==> config.mk <==
export PLATFORM = sky130hd
export DESIGN_NAME = wb_arbiter
export DESIGN_NICKNAME = d
export VERILOG_FILES = /design/src/rtl/wb_arbiter.sv
export SDC_FILE = /design/constraint.sdc
export NUM_CORES = 1
export LEC_CHECK = 0
export CAP_MARGIN = 15
export CORE_MARGIN = 2
export CORE_UTILIZATION = 35
export CTS_CLUSTER_DIAMETER = 50
export DETAILED_ROUTE_END_ITERATION = 8
export PLACE_DENSITY = 0.56
export SLEW_MARGIN = 20
export SYNTH_ARGS = -nofsm -noshare
export SYNTH_HDL_FRONTEND = slang
export SYNTH_HIERARCHICAL = 1
export SYNTH_SLANG_ARGS = --single-unit
==> constraint.sdc <==
create_clock -name clk -period 2.8 [get_ports clk]
set_clock_uncertainty 0.2 [all_clocks]
set_input_delay 0.56 -clock clk [delete_from_list [all_inputs] [get_ports clk]]
set_output_delay 0.56 -clock clk [all_outputs]
set_load 0.01 [all_outputs]
==> src/rtl/wb_arbiter.sv <==
`default_nettype none
// +--------------------------------------------------------------------------+
// | wb_arbiter: merges ALU/LSU/MDU results onto the register-file write port |
// | and tracks pending long-latency destinations.              Revision 1.0  |
// +--------------------------------------------------------------------------+

module wb_arbiter_fifo #(
  parameter int DATA_W = 32,
  parameter int ADDR_W = 5,
  parameter int DEPTH  = 2
) (
  input  logic              clk,
  input  logic              nrst,
  input  logic              push,
  input  logic              pop,
  input  logic [ADDR_W-1:0] push_addr,
  input  logic [DATA_W-1:0] push_data,
  output logic              ready,
  output logic              nonempty,
  output logic [ADDR_W-1:0] head_addr,
  output logic [DATA_W-1:0] head_data
);
  localparam int PTR_W = $clog2(DEPTH);
  localparam logic [PTR_W:0]   CNT_ONE  = (PTR_W+1)'(1);
  localparam logic [PTR_W:0]   CNT_FULL = (PTR_W+1)'(DEPTH);
  localparam logic [PTR_W-1:0] PTR_ONE  = PTR_W'(1);

  logic [ADDR_W-1:0] addr_mem [DEPTH];
  logic [DATA_W-1:0] data_mem [DEPTH];
  logic [PTR_W-1:0]  rd_ptr, wr_ptr;
  logic [PTR_W:0]    count, count_next;
  logic              do_push, do_pop;

  // ready is registered, so an accepted push always has a free slot
  assign do_push   = push && ready;
  assign do_pop    = pop && nonempty;
  assign nonempty  = (count != '0);
  assign head_addr = addr_mem[rd_ptr];
  assign head_data = data_mem[rd_ptr];

  always_comb begin
    count_next = count;
    case ({do_push, do_pop})
      2'b10:   count_next = count + CNT_ONE;
      2'b01:   count_next = count - CNT_ONE;
      default: count_next = count;
    endcase
  end

  always_ff @(posedge clk) begin
    if (!nrst) begin
      rd_ptr <= '0;
      wr_ptr <= '0;
      count  <= '0;
      ready  <= 1'b0;
    end else begin
      if (do_push) wr_ptr <= wr_ptr + PTR_ONE;
      if (do_pop)  rd_ptr <= rd_ptr + PTR_ONE;
      count <= count_next;
      ready <= (count_next < CNT_FULL);
    end
  end

  always_ff @(posedge clk) begin
    if (do_push) begin
      addr_mem[wr_ptr] <= push_addr;
      data_mem[wr_ptr] <= push_data;
    end
  end
endmodule

module wb_arbiter #(
  parameter int DATA_W     = 32,
  parameter int ADDR_W     = 5,
  parameter int FIFO_DEPTH = 2
) (
  input  logic                 clk,
  input  logic                 nrst,
  input  logic                 alu_valid,
  input  logic [ADDR_W-1:0]    alu_addr,
  input  logic [DATA_W-1:0]    alu_data,
  input  logic                 lsu_valid,
  output logic                 lsu_ready,
  input  logic [ADDR_W-1:0]    lsu_addr,
  input  logic [DATA_W-1:0]    lsu_data,
  input  logic                 mdu_valid,
  output logic                 mdu_ready,
  input  logic [ADDR_W-1:0]    mdu_addr,
  input  logic [DATA_W-1:0]    mdu_data,
  input  logic                 iss_en,
  input  logic [ADDR_W-1:0]    iss_addr,
  output logic [2**ADDR_W-1:0] busy,
  output logic                 wr_en,
  output logic [ADDR_W-1:0]    wr_addr,
  output logic [DATA_W-1:0]    wr_data
);
  typedef enum logic [0:0] {LAST_LSU = 1'b0, LAST_MDU = 1'b1} last_t;

  last_t               last_q, last_d;
  logic                lsu_ne, mdu_ne, lsu_pop, mdu_pop;
  logic [ADDR_W-1:0]   lsu_head_addr, mdu_head_addr, fifo_addr;
  logic [DATA_W-1:0]   lsu_head_data, mdu_head_data, fifo_data;
  logic                alu_win, fifo_wr;
  logic                wr_en_d;
  logic [ADDR_W-1:0]   wr_addr_d;
  logic [DATA_W-1:0]   wr_data_d;
  logic [2**ADDR_W-1:0] busy_d;

  wb_arbiter_fifo #(.DATA_W(DATA_W), .ADDR_W(ADDR_W), .DEPTH(FIFO_DEPTH)) u_lsu_fifo (
    .clk       (clk),
    .nrst      (nrst),
    .push      (lsu_valid),
    .pop       (lsu_pop),
    .push_addr (lsu_addr),
    .push_data (lsu_data),
    .ready     (lsu_ready),
    .nonempty  (lsu_ne),
    .head_addr (lsu_head_addr),
    .head_data (lsu_head_data)
  );

  wb_arbiter_fifo #(.DATA_W(DATA_W), .ADDR_W(ADDR_W), .DEPTH(FIFO_DEPTH)) u_mdu_fifo (
    .clk       (clk),
    .nrst      (nrst),
    .push      (mdu_valid),
    .pop       (mdu_pop),
    .push_addr (mdu_addr),
    .push_data (mdu_data),
    .ready     (mdu_ready),
    .nonempty  (mdu_ne),
    .head_addr (mdu_head_addr),
    .head_data (mdu_head_data)
  );

  assign alu_win = alu_valid && (alu_addr != '0);

  // Round-robin between buffered ports; ALU blocks both without moving the pointer
  always_comb begin
    lsu_pop = 1'b0;
    mdu_pop = 1'b0;
    last_d  = last_q;
    if (!alu_win) begin
      if (lsu_ne && (!mdu_ne || last_q == LAST_MDU)) begin
        lsu_pop = 1'b1;
        last_d  = LAST_LSU;
      end else if (mdu_ne) begin
        mdu_pop = 1'b1;
        last_d  = LAST_MDU;
      end
    end
  end

  assign fifo_addr = lsu_pop ? lsu_head_addr : mdu_head_addr;
  assign fifo_data = lsu_pop ? lsu_head_data : mdu_head_data;
  assign fifo_wr   = (lsu_pop || mdu_pop) && (fifo_addr != '0);

  always_comb begin
    wr_en_d   = alu_win || fifo_wr;
    wr_addr_d = wr_addr;
    wr_data_d = wr_data;
    if (alu_win) begin
      wr_addr_d = alu_addr;
      wr_data_d = alu_data;
    end else if (fifo_wr) begin
      wr_addr_d = fifo_addr;
      wr_data_d = fifo_data;
    end
  end

  // Set applied after clear so a same-edge reissue keeps the register busy
  always_comb begin
    busy_d = busy;
    if (fifo_wr) busy_d[fifo_addr] = 1'b0;
    if (iss_en && (iss_addr != '0)) busy_d[iss_addr] = 1'b1;
    busy_d[0] = 1'b0;
  end

  always_ff @(posedge clk) begin
    if (!nrst) begin
      last_q  <= LAST_MDU;
      busy    <= '0;
      wr_en   <= 1'b0;
      wr_addr <= '0;
      wr_data <= '0;
    end else begin
      last_q  <= last_d;
      busy    <= busy_d;
      wr_en   <= wr_en_d;
      wr_addr <= wr_addr_d;
      wr_data <= wr_data_d;
    end
  end
endmodule

`default_nettype wire

---- Word level (Yosys, flattened, before mapping) ----
Memory sizes are Yosys's and may differ from the RTL's. A register that Yosys moved wholly into a read port is not among the register bits.
Index checks and enable logic that the tools add are counted.
word-level totals
  bits in registers ....................... 81
  bits in latches ......................... 0
  memory bits (writable) .................. 148
  ROM bits ................................ 0
  input bits .............................. 122
  output and inout bits ................... 72
  logic and storage cells ................. 95
  memories ................................ 4
operators by class
  add/subtract/negate cells ............... 8
  multipliers ............................. 0
  divide/modulo/power cells ............... 0
  $lt $le $gt $ge ......................... 6
  eq/ne operators ......................... 4
  shift operators ......................... 0
  mux-type cells .......................... 33
  bitwise operators ....................... 4
  reduce and logical (&&, ||, !) cells .... 22
memory list
  memory               depth  width  read ports  clocked after Yosys merged registers in  wr ports  line  RTL
  u_lsu_fifo.data_mem  2      32     1           1                                        1         29    logic [DATA_W-1:0] data_mem [DEPTH];
  u_mdu_fifo.data_mem  2      32     1           1                                        1         29
  u_lsu_fifo.addr_mem  2      5      1           1                                        1         28    logic [ADDR_W-1:0] addr_mem [DEPTH];
  u_mdu_fifo.addr_mem  2      5      1           1                                        1         28
operator list
  cell                 number
  $mux 32              5
  $and 32x32->32       1
  $not 32->32          1
  $or 32x32->32        1
  $mux 1               21
  $mux 5               3
  $reduce_bool 5->1    3
  $lt 5x6->1 const B   2
  $demux 1 s5          2
  $ge 5x1->1 const B   2
  $logic_and 1x1->1    10
  $pmux 2 s2           2
  $reduce_bool 2->1    4
  $add 1x1->1 const B  4
  $add 2x1->2 const B  2
  $eq 2x1->1 const B   2
  $eq 2x2->1 const B   2
  $lt 2x2->1 const B   2
  $sub 2x1->2 const B  2
  $logic_or 1x1->1     3
  $reduce_and 2->1     1
  $logic_not 1->1      1
  $not 1->1            1

---- Logic depth before layout (Yosys ltp) ----
Gate-level depths: netlist of the first run.
  word-level depth ........................ 16
  depth in mapped cells ................... 12

---- By module ----
The synthesis of the first run kept the hierarchy.
by module, submodules not included
  module           times used  cells an instance  area an instance (µm²)  sequential area each (µm²)
  wb_arbiter_fifo  2           140                3078.0                  2342.2
  wb_arbiter       1           484                3896.2                  1401.3

---- Least setup slack after synthesis of the first run ----
Ideal clock, no wire load.
  path kind ............................... input -> register
  from .................................... input lsu_valid
  to ...................................... memory u_lsu_fifo.addr_mem[0][0], enable pin
  setup time .............................. 0.433 ns
  arrival ................................. 2.232 ns
  data required time ...................... 2.167 ns
  setup slack ............................. -0.065 ns
  stages .................................. 2
  path buffers ............................ 0
  cell sequence ........................... nand2_1 -> nor2_1
between the ends
  cells in the longest elaborated chain, start to end .. 3
ends and longest elaborated chain
  item                          line  RTL
  from (decl)                   82    input logic lsu_valid,
  $logic_and 1x1->1             35    assign do_push = push && ready;
  $mux 1                        65    if (do_push) begin
  $mux 1 (not written as such)  66    addr_mem[wr_ptr] <= push_addr;
  to (decl)                     28
No other way between the ends.

---- Final worst setup path of the first run ----
  from .................................... register u_mdu_fifo.count[0]
  to ...................................... register u_lsu_fifo.ready
between the ends
  cells in the longest elaborated chain, start to end .. 10
  elaborated cells between the ends (all ways) .. 11
ends and longest elaborated chain
  item                                      line  RTL
  from (decl)                               31    logic [PTR_W:0] count, count_next;
  from (signal assigned)                    59    count <= count_next;
  $reduce_bool 2->1 (*)                     37    assign nonempty = (count != '0);
  via mdu_ne                                100   logic lsu_ne, mdu_ne, lsu_pop, mdu_pop;
  $logic_not 1->1 (*)                       143   if (lsu_ne && (!mdu_ne || last_q == LAST_MDU)) begin
  $logic_or 1x1->1 (*)                      143
  $logic_and 1x1->1 (*)                     143
  $mux 1 (*)                                143
  $mux 1 (*)                                142   if (!alu_win) begin
  via lsu_pop                               100
  $logic_and 1x1->1 (*)                     36    assign do_pop = pop && nonempty;
  via u_lsu_fifo.do_pop                     32    logic do_push, do_pop;
  $eq 2x1->1 or $eq 2x2->1 (tied branches)  43    case ({do_push, do_pop})
  $pmux 2 s2 (*)                            43
  $lt 2x2->1 (*)                            60    ready <= (count_next < CNT_FULL);
  to (signal assigned)                      60
  to (decl)                                 18    output logic ready,
Mark *: on every way through the listed nets, which the timed path passes. The rest lies on a longest branch.
A chain may end at the register's enable or synchronous reset.

==> results of run 1 <==
==> layer usage <==
| metal | wire (um) | vias up | track usage |
|---|---|---|---|
| met2 | 12200 | 200 | 0.285 |
| met4 | 368 | 4 | 0.0314 |
| met3 | 1860 | 39 | 0.0480 |
| li1 | - | 3342 | - |
| met5 | 31 | - | 0 |
| met1 | 11900 | 3306 | 0.230 |
==> cells by family after synthesis <==
logic type                 Yosys count  synth area share
muxes                              124             0.157
DFF                                230             0.605
xor gates and xnor gates             6           0.00523
other                                1          0.000373
adders and majority gates            2           0.00249
buffers and inverters               62            0.0375
AOI/OAI and AO/OA                  154             0.101
and+or+nand+nor                    185            0.0915
==> how the worst max path moves through the flow <==
stage                                              to  cells past startpoint  slack [ns]                             start
after floorplan              wr_data[22]$_SDFFE_PN0P_                     11       0.007                         flip-flop
after global placement        wr_addr[0]$_SDFFE_PN0P_                      7       -0.34                       alu_addr[0]
after detailed placement      wr_addr[0]$_SDFFE_PN0P_                      7       -0.29                       alu_addr[0]
after CTS                     wr_addr[0]$_SDFFE_PN0P_                      7        0.14  u_mdu_fifo/count[0]$_SDFFE_PN0N_
after global routing          wr_addr[0]$_SDFFE_PN0P_                      7        0.01  u_mdu_fifo/count[0]$_SDFFE_PN0N_
final                     u_lsu_fifo/ready$_SDFF_PN0_                      9        0.14  u_mdu_fifo/count[0]$_SDFFE_PN0N_
==> through the flow <==
step           hold WS [ns]  cell area, um2   util  worst slack (ns)  setup TNS [ns]
2_1_floorplan         0.273           10100      -           0.00658               0
6_report              0.256           13700  0.483             0.140               0
3_5_place_dp          0.253           12700  0.446            -0.291          -14.75
5_1_grt               0.281           13700  0.483            0.0140               0
4_1_cts               0.261           13700  0.483             0.138               0
3_3_place_gp          0.248           12700  0.446            -0.338          -14.63
==> flip-flops by register name, summed over array words and instances (netlist names), named ones only <==
name,cells
u_mdu_fifo/data_mem,64
wr_en,1
u_mdu_fifo/addr_mem,10
u_lsu_fifo/rd_ptr,1
wr_data,32
u_mdu_fifo/wr_ptr,1
u_mdu_fifo/rd_ptr,1
u_lsu_fifo/ready,1
u_lsu_fifo/wr_ptr,1
u_lsu_fifo/addr_mem,10
busy,31
u_mdu_fifo/count,1
last_q,1
wr_addr,5
u_mdu_fifo/ready,1
u_lsu_fifo/count,1
u_lsu_fifo/data_mem,64
==> placed cells by master, fill, tap and decap left out, types with 3 or more instances in the layout <==
cell	synthesis	final
a211o_1	32	32
a21oi_1	35	35
and2_1	6	5
and3b_1	3	3
buf_12	6	11
buf_4	5	45
bufinv_16	0	4
clkbuf_1	28	3
clkbuf_16	0	31
clkbuf_8	0	3
clkdlybuf4s50_1	0	191
clkinv_1	0	3
clkinv_2	0	3
dfxtp_1	82	80
edfxtp_1	148	148
inv_1	7	6
inv_6	0	4
mux2_2	17	17
mux2_4	60	60
mux2i_1	46	46
nand2_1	49	48
nand2b_1	6	6
nand3_1	5	5
nand4_1	32	32
nor2_1	48	46
nor2b_1	8	8
nor3_1	6	6
nor3b_1	6	6
nor4_1	3	3
o21a_1	6	6
o21ai_0	16	16
o21ai_1	33	33
o31ai_1	17	17
xnor2_1	6	6
==> tightest hold or removal path, cell delays in order (launching register included) <==
cell,delay [ns]
dfxtp_1,0.30
nand4_1,0.06
o21ai_1,0.05
==> cell type report <==
cell class,count,area (um2)
fillers,2590,14700
flip-flops and latches,230,6090
multi-input cells,472,3620
repair buffers,248,2470
clock buffers,37,828
well taps,384,480
clock inverters,19,219
inverters,7,26.3
diodes,1,2.50
==> power groups by stage <==
| stage | logic [mW] | clock network (mW) | registers (mW) |
|---|---|---|---|
| final | 1.47 | 3.95 | 3.91 |
| after global routing | 1.58 | 4.16 | 3.93 |
| after CTS | 1.49 | 4.04 | 3.92 |
| after detailed placement | 1.48 | 0 | 3.98 |
| after global placement | 1.47 | 0 | 3.98 |
| after floorplan | 0.706 | 0 | 4.00 |
==> impl_metrics.json, run 1 <==
{
  "hold_path_depth": 2,
  "power_frac_comb": 0.158,
  "worstMarginPinSlew_ns": 0.709,
  "cts.clk_slew.worst_paths_ns": 0.06,
  "yosys.area.top_type": "edfxtp_1",
  "hold_viol": 0,
  "synthesis.area_mm2": 0.0101,
  "rows": 62,
  "crit_buf_inv": 2,
  "die_w_um": 173,
  "total_power_mw": 9.34,
  "drc": 0,
  "synth_cell_types": 50,
  "hold_class": "flip-flop to flip-flop",
  "drt_wl_total_um": 26300,
  "wl_per_cell_um": 18.8,
  "cp_slowest_cell": "or4_1",
  "ys_ff_latch": 230,
  "rsz0062_at_grt": "false",
  "ys_seq_area_frac": 0.605,
  "p_leak_nw": 5.08,
  "yosysWarnings": 6,
  "synthTopCellsByArea": "edfxtp_1, dfxtp_1, mux2_4, mux2i_1, a211o_1",
  "power_switching_mw": 2.27,
  "cts_sinks": 230,
  "setup_viol": 0,
  "synth_ff_type": "edfxtp_1",
  "cts_tree": "yes",
  "ys_top_cells_by_count": "edfxtp_1, dfxtp_1, mux2_4",
  "status": "completed",
  "place.detailed.hpwl_um": 17800,
  "synth_top_area_share": 0.442,
  "maxSlewViolCount": 0,
  "synth-edff-count": 148,
  "cp.arrival_ns": 2.93,
  "postCtsSetupBuffers": 0,
  "die-area_mm2": 0.0301,
  "synth_cells": 764,
  "die_h_um": 173,
  "ir_drop_uv": 393,
  "ant_nets": 0,
  "clk_latency_ns": 0.54,
  "h-tree-depth": 1,
  "slew_headroom": 0.527,
  "gr-usage-all-layers": 0.173,
  "synthArstFlopShare": 0,
  "grt_pass1_wl_um": 40900,
  "min_from": "wr_data[13]$_SDFFE_PN0P_",
  "crit_path_max_incr_delay_ns": 0.50,
  "hold_buffers": 0,
  "grt_pass1_vias": 7008,
  "ff2ff_path_depth": 9,
  "num_vias": 6891,
  "dr.first_iter.drc_count": 434,
  "place_inst": 1341,
  "place.gp.congestion": 0.814,
  "io_pins": 194,
  "grt_overflow": 0,
  "pwr-share-seq": 0.419,
  "ctsRootBufferMaster": "clkbuf_16",
  "worstReg2RegStart": "u_mdu_fifo/count[0]$_SDFFE_PN0N_",
  "crit_family": "simple AND/OR/NAND/NOR gates",
  "hold_end": "wr_data[13]$_SDFFE_PN0P_",
  "max_freq_mhz": 376,
  "power_density_mw_per_mm2": 679,
  "numCtsBuffers": 30,
  "viasPerCell": 4.93,
  "avgSynthCellArea_um2": 13.2,
  "drv_cap": 0,
  "grt_max_degree": 57,
  "drt_pre_antenna_iters": 4,
  "startpoint_type": "flip-flop",
  "stdcell_count": 1398,
  "post_cts_resized": 0,
  "worst_ep_required_time_ns": 3.07,
  "pwr-share-clk": 0.423,
  "fin_crit_ns": 2.66,
  "antenna_found_initial": 3,
  "core_mm2": 0.0285,
  "crit_chain": "or2_2, nor2b_1, or4_1, buf_4, inv_1, o21a_1, ha_1, nor2_2, mux2i_1",
  "synth_most_common_cell": "edfxtp_1",
  "nNetsFinal": 1113,
  "synthToLayoutAreaGrowth_pct": 36.7,
  "critPathKind": "flip-flop to flip-flop",
  "layout-drive-gt1-share": 0.197,
  "path_max_fanout": 14,
  "period_share": 0.950,
  "reg2reg_to": "u_lsu_fifo/ready$_SDFF_PN0_",
  "endpoint_kind": "flip-flop",
  "start_util": 0.353,
  "synth_nets": 888,
  "reg2reg_slack_ns": 0.14,
  "cts_buffer_depth": 3,
  "port_buffers": 192,
  "p_int_mw": 7.07,
  "sw_frac_of_total": 0.243
}
(Power assumes the default switching activity.)
==> run 2, diff against run 1 <==
--- a/config.mk
+++ b/config.mk
@@ -5,6 +5,7 @@
 export SDC_FILE = /design/constraint.sdc
 export NUM_CORES = 1
 export LEC_CHECK = 0
+export ABC_AREA = 1
 export CAP_MARGIN = 15
 export CORE_MARGIN = 2
 export CORE_UTILIZATION = 35
==> run 2 against run 1 <==
Net effect: clock power down 4%; sequential cell count is the same; hold slack got worse by 0.12 ns; area after synthesis decreased by 0.82%; core utilization is 0.18 points lower; sequential power hardly changed; non-clock buffer count decreased by 18; highest routed layer is now met4.
==> impl_metrics.json, run 2 <==
{
  "status": "completed",
  "postCtsSetupBuffers": 0,
  "port_buffers": 192,
  "hold_viol": 0,
  "die_w_um": 173,
  "hold_class": "input pin to flip-flop",
  "nNetsFinal": 1243,
  "start_util": 0.357,
  "ys_seq_area_frac": 0.610,
  "post_cts_resized": 0,
  "cts.clk_slew.worst_paths_ns": 0.06,
  "nFillCells": 2599,
  "h-tree-depth": 1,
  "drt_pre_antenna_iters": 6,
  "total_power_mw": 8.93,
  "power_density_mw_per_mm2": 665,
  "critPathKind": "flip-flop to flip-flop",
  "synth_cells": 903,
  "layout-drive-gt1-share": 0.156,
  "gr-usage-all-layers": 0.167,
  "startpoint_type": "flip-flop",
  "ir_drop_uv": 513,
  "ctsRootBufferMaster": "clkbuf_16",
  "wl_per_cell_um": 16.7,
  "antenna_found_initial": 3,
  "place.detailed.hpwl_um": 17100,
  "grt_max_degree": 74,
  "clk_latency_ns": 0.55,
  "viasPerCell": 4.67,
  "cp_slowest_cell": "dfxtp_1",
  "worst_ep_required_time_ns": 3.04,
  "ys_ff_latch": 230,
  "synth_top_area_share": 0.446,
  "synthToLayoutAreaGrowth_pct": 34.8,
  "endpoint_kind": "flip-flop",
  "path_common_cell": "nand2_1",
  "setup_viol": 0,
  "hold_buffers": 0,
  "drc": 0,
  "yosys.area.top_type": "edfxtp_1",
  "cp.arrival_ns": 2.64,
  "layout_commonest_cell": "clkdlybuf4s50_1",
  "io_pins": 194,
  "synth_ff_type": "edfxtp_1",
  "layout_common_cells": "clkdlybuf4s50_1, edfxtp_1, nand2_1",
  "cts_tree": "yes",
  "avgSynthCellArea_um2": 11.0,
  "grt_pass1_vias": 7040,
  "rsz0062_at_grt": "false",
  "synthesis.area_mm2": 0.00997,
  "cts_sinks": 230,
  "rows": 61,
  "die_h_um": 173,
  "period_share": 0.856,
  "max_freq_mhz": 417,
  "synth-edff-count": 148,
  "synthArstFlopShare": 0,
  "numCtsBuffers": 30,
  "worstMarginPinSlew_ns": 0.510,
  "synthTopCellsByArea": "edfxtp_1, dfxtp_1, mux2_4, nand2_1, a21oi_1",
  "die-area_mm2": 0.0299,
  "ant_nets": 0,
  "yosysWarnings": 6,
  "drt_wl_total_um": 25400,
  "path_max_fanout": 43,
  "synth_cell_types": 32,
  "crit_path_max_incr_delay_ns": 0.38,
  "ys_top_cells_by_count": "edfxtp_1, nand2_1, nor2_1",
  "place.gp.congestion": 0.791,
  "slew_headroom": 0.660,
  "p_leak_nw": 5.11,
  "crit_chain": "inv_1, nand2_1, inv_2, o21ai_4, inv_2, nand2_4, buf_4, nand2_1, nand2_2, nand3_2, o21bai_4, buf_12, nand3_1, nand2_1, nor2_1",
  "synth_nets": 1027,
  "maxSlewViolCount": 0,
  "grt_pass1_wl_um": 39400,
  "cts_buffer_depth": 3,
  "fin_crit_ns": 2.40,
  "grt_overflow": 0,
  "core_mm2": 0.0279,
  "whs_ns": 0.139,
  "synth_most_common_cell": "edfxtp_1",
  "drv_cap": 0,
  "dr.first_iter.drc_count": 560,
  "reg_top3": "u_lsu_fifo/data_mem: 64 flops, u_mdu_fifo/data_mem: 64 flops, wr_data: 32 flops",
  "num_vias": 7107
}
run 2: cell types whose count changed after synthesis, sizes merged, moves of 8 or more:
cell	previous run	this run
nand2	49	152
inv	7	78
nand3	5	57
a21oi	35	84
mux2i	47	0
nor2	50	90
a211o	32	0
nand4	32	2
a31oi	0	22
o31ai	18	0
o22ai	0	9
nor2b	8	0
run 2: layout make-up:
type	count	area, um2	share of cell area
sequential	230	6090	0.453
clock inverter	22	218	0.0162
clock buffer	34	786	0.0585
tap	378	473	0.0352
multi-input combinational	549	3290	0.245
inverter	78	293	0.0218
timing repair buffer	230	2290	0.170
antenna	1	2.50	0.000186
run 2: final timing paths:
check	start	end	slack, ns	cells after the start
worst max-delay path	u_mdu_fifo/count[0]$_SDFFE_PN0N_	wr_data[21]$_SDFFE_PN0P_	0.40	15
worst min-delay path	nrst	u_lsu_fifo/ready$_SDFF_PN0_	0.14	3
worst max register to register	u_mdu_fifo/count[0]$_SDFFE_PN0N_	wr_data[21]$_SDFFE_PN0P_	0.40	15
worst min register to register	busy[15]$_SDFF_PN0_	busy[15]$_SDFF_PN0_	0.27	2
run 2: kinds of logic (layout without fill, tap and decap cells):
group,Yosys count,count (layout),synth area share
AOI/OAI and AO/OA,162,162,0.0881
buffers and inverters,124,364,0.0636
muxes,74,74,0.106
and+or+nand+nor,310,310,0.129
DFF,230,230,0.610
adders and majority gates,2,2,0.00251
other,1,2,0.000376
run 2: report_power, final:
part,total [mW],switching [mW],internal (mW)
combinational,1.25,0.644,0.606
sequential,3.88,0.0828,3.80
clock,3.80,1.50,2.31
total,8.93,2.22,6.71
run 2: metrics by stage:
stage	area [um2]	instances	setup slack (ns)	setup TNS, ns	util
after floorplan	9980	903	0.522	0	-
after global placement	12400	1465	-0.104	-2.59	0.445
after detailed placement	12400	1465	-0.108	-3.63	0.445
after CTS	13400	1521	0.395	0	0.481
after global routing	13400	1522	0.167	0	0.481
final	13400	1522	0.404	0	0.481
run 2: worst max-delay path: cells and delay by family (launching register included):
kind            cells  cell delay, ns
buf+inv             5            0.65
flops               1            0.38
compound gates      2            0.33
simple gates        8            0.70
run 2: layer usage:
layer / vias to the layer above / share of wire / GRT usage
met4: 0 / 0.017 / 0.0406
met3: 33 / 0.056 / 0.0332
met1: 3335 / 0.45 / 0.214
li1: 3547 / - / -
met5: - / 0 / 0
met2: 192 / 0.48 / 0.289
==> run 3, diff against run 2 <==
--- a/config.mk
+++ b/config.mk
@@ -5,7 +5,6 @@
 export SDC_FILE = /design/constraint.sdc
 export NUM_CORES = 1
 export LEC_CHECK = 0
-export ABC_AREA = 1
 export CAP_MARGIN = 15
 export CORE_MARGIN = 2
 export CORE_UTILIZATION = 35
==> results of run 3 <==
Same layout as run 1: the final DEF is identical, and so are final timing and power.
==> edit (config.mk and constraints of run 2) <==
Reset style: asynchronous (`nrst`), changed in 2 clocked blocks.
--- a/src/rtl/wb_arbiter.sv
+++ b/src/rtl/wb_arbiter.sv
@@ -47,7 +47,7 @@
     endcase
   end
 
-  always_ff @(posedge clk) begin
+  always_ff @(posedge clk or negedge nrst) begin
     if (!nrst) begin
       rd_ptr <= '0;
       wr_ptr <= '0;
@@ -175,7 +175,7 @@
     busy_d[0] = 1'b0;
   end
 
-  always_ff @(posedge clk) begin
+  always_ff @(posedge clk or negedge nrst) begin
     if (!nrst) begin
       last_q  <= LAST_MDU;
       busy    <= '0;
Formal check against the unedited RTL: differs if nrst is asserted again (counterexample within 4 cycles, from zero or initial values and one cycle with nrst low); with nrst held inactive, the same outputs for 4 cycles.
==> edit against run 2 <==
Critical path depth is 3 lower; wire length is 8.6% higher; maximum frequency is 3.1% lower; count of clock-buffer cells in the layout is 1 higher; area after synthesis is 0.35% higher; setup slack worse by 0.077 ns; sequential cell count is 2 lower; final area is 0.39% lower; critical path type unchanged.
Power is not compared: it rests on default switching activity, and its combinational part moved more than twofold at a synthesized area within 25%.
==> edit: results (changes against run 2) <==
Status
  • Outcome: finished clean (unchanged)

Synth
  • Post-synth top cells: 461 x nand2_1, 148 x edfxtp_1, 82 x nand3_1 (was 148 x edfxtp_1, 147 x nand2_1, 90 x nor2_1)
  • Ys flop type: edfxtp_1 (unchanged)
  • Post-synthesis cell type count: 29 (was 32)
  • Seq/Total Area, Yosys: 64.4% (was 61.0%)
  • Syn Nets: 1161 (was 1027)
  • Async SR Flop Fraction: 35.1% (was 0%)
  • Synth area leaders: edfxtp_1 44%, dfrtp_1 20%, nand2_1 17% (was edfxtp_1 45%, dfxtp_1 16%, mux2_4 9.0%)
  • Warnings, synthesis: 6 (unchanged)

Min path
  • Hold_sp: last_q$_DFFE_PN1P_ (was nrst)
  • Hold depth: 2 (was 3)
  • Hold Path Sink: last_q$_DFFE_PN1P_ (was u_lsu_fifo/ready$_SDFF_PN0_)
  • Worst min-delay path category: flop to flop (was primary input to flop)

Setup path
  • Worst setup path endpoint: wr_data[22]$_DFFE_PN0P_ (was wr_data[21]$_SDFFE_PN0P_)
  • Worst path max stage delay: 0.41 ns (was 0.38 ns)
  • Worst reg2reg setup slack: 0.33 ns (was 0.40 ns)
  • Worst path slowest cell: dfrtp_1 (was dfxtp_1)
  • CP max FO: 28 (was 43)
  • R2R depth: 12 (was 15)
  • Crit path arrival time: 2.75 ns (was 2.64 ns)
  • CP startpoint: u_mdu_fifo/count[0]$_DFFE_PN0N_ (was u_mdu_fifo/count[0]$_SDFFE_PN0N_)
  • Worst r2r src: u_mdu_fifo/count[0]$_DFFE_PN0N_ (was u_mdu_fifo/count[0]$_SDFFE_PN0N_)

Power and ir drop
  • Total power: about 15 mW
  • Pleak: approximately 5.7 nW

Global route
  • Tot GR Track Use: 18.2% (was 16.7%)
  • Pin count of the biggest net entering global routing: 104 (was 74)
  • Global-route wire length before repair: 42400 µm (was 39400 µm)
  • Vias in the first global route: 7390 (was 7040)
  • Initial antenna violation count: 2 (was 3)

Timing
  • Rel. slew slack: 64.0% (was 66.0%)
  • Final period utilization: 88.3% (was 85.6%)
  • Final hold slack: 0.267 ns (was 0.139 ns)

Placement
  • Routability cong.: 0.810 (was 0.791)
  • HPWL after DPL: 19500 µm (was 17100 µm)
  • Place WS: -0.0964 ns (was -0.108 ns)

Clock network
  • Clock latency on the worst-skew pair: 0.54 ns
  • Hold buffers post-CTS: 1 (was 0)
  • TritonCTS buffer count: 28 (was 30)
  • CTS resizes: 0 (unchanged)
  • Root Buffer: clkbuf_16 (unchanged)

Layout
  • Nets: 1372 (was 1243)
  • Fill count: 2620 (was 2599)
  • Layout cell share with drive strength beyond 1: 7.66% (was 15.6%)

Routing
  • Vias per Instance: 4.64 (was 4.67)
  • DR iter-0 viols: 612 (was 560)
  • Routed Wire Length: 27600 µm (was 25400 µm)
  • First-pass DRT Iterations: 5 (was 6)
edit: cell types whose count changed in the layout (fill, tap and decap cells not counted), sizes merged, moves of 3 or more:
cell   delta
nor2     -12
a31oi     -8
a21oi    -71
nand3    +25
inv      -32
dfxtp    -82
nand4     +5
xor2      +4
dfrtp    +79
o22ai     +3
nand2   +315
o21ai    -25
mux2     -74
edit: per-layer routing:
layer | wire (µm) | vias to the layer above | global-route usage (%)
li1 | - | 3821 | -
met1 | 12900 | 3539 | 26.9
met2 | 12300 | 240 | 27.8
met3 | 1720 | 41 | 2.68
met4 | 701 | 0 | 5.23
met5 | 0 | - | 0
edit: logic make-up after synthesis:
| group | count (synthesis) | synth area share, % |
|---|---|---|
| other | 1 | 0.0375 |
| XOR/XNOR | 6 | 0.525 |
| AO/OA/AOI/OAI | 58 | 3.33 |
| adder cells (fa/ha/maj) | 2 | 0.250 |
| flip-flops | 228 | 64.4 |
| AND/OR/NAND/NOR | 643 | 25.6 |
| buffers and inverters | 99 | 5.78 |
edit: metrics by stage:
stage | cell area [µm²] | std cells
after floorplan | 10000 | 1037
after global placement | 12500 | 1595
after detailed placement | 12500 | 1595
after CTS | 13400 | 1645
after global routing | 13400 | 1647
final | 13400 | 1647
edit: cell type report:
cell class	count	share of cell area (%)
sequential	228	48.2
multi-input combinational	710	22.6
timing repair buffer	231	17.5
clock buffer	35	5.74
tap	378	3.53
inverter	49	1.37
clock inverter	14	1.08
antenna	2	0.0374
edit: worst reg2reg max path, cell delays in order (launching register included):
cell and delay [ns]:
dfrtp_1 0.41, inv_1 0.08, nand2_1 0.12, nand2_1 0.11, nand2_2 0.06, inv_2 0.20
nand2_2 0.19, o21ai_2 0.20, nand2_2 0.10, o21bai_4 0.16, buf_4 0.32, nand3_1 0.15
nand2_1 0.09
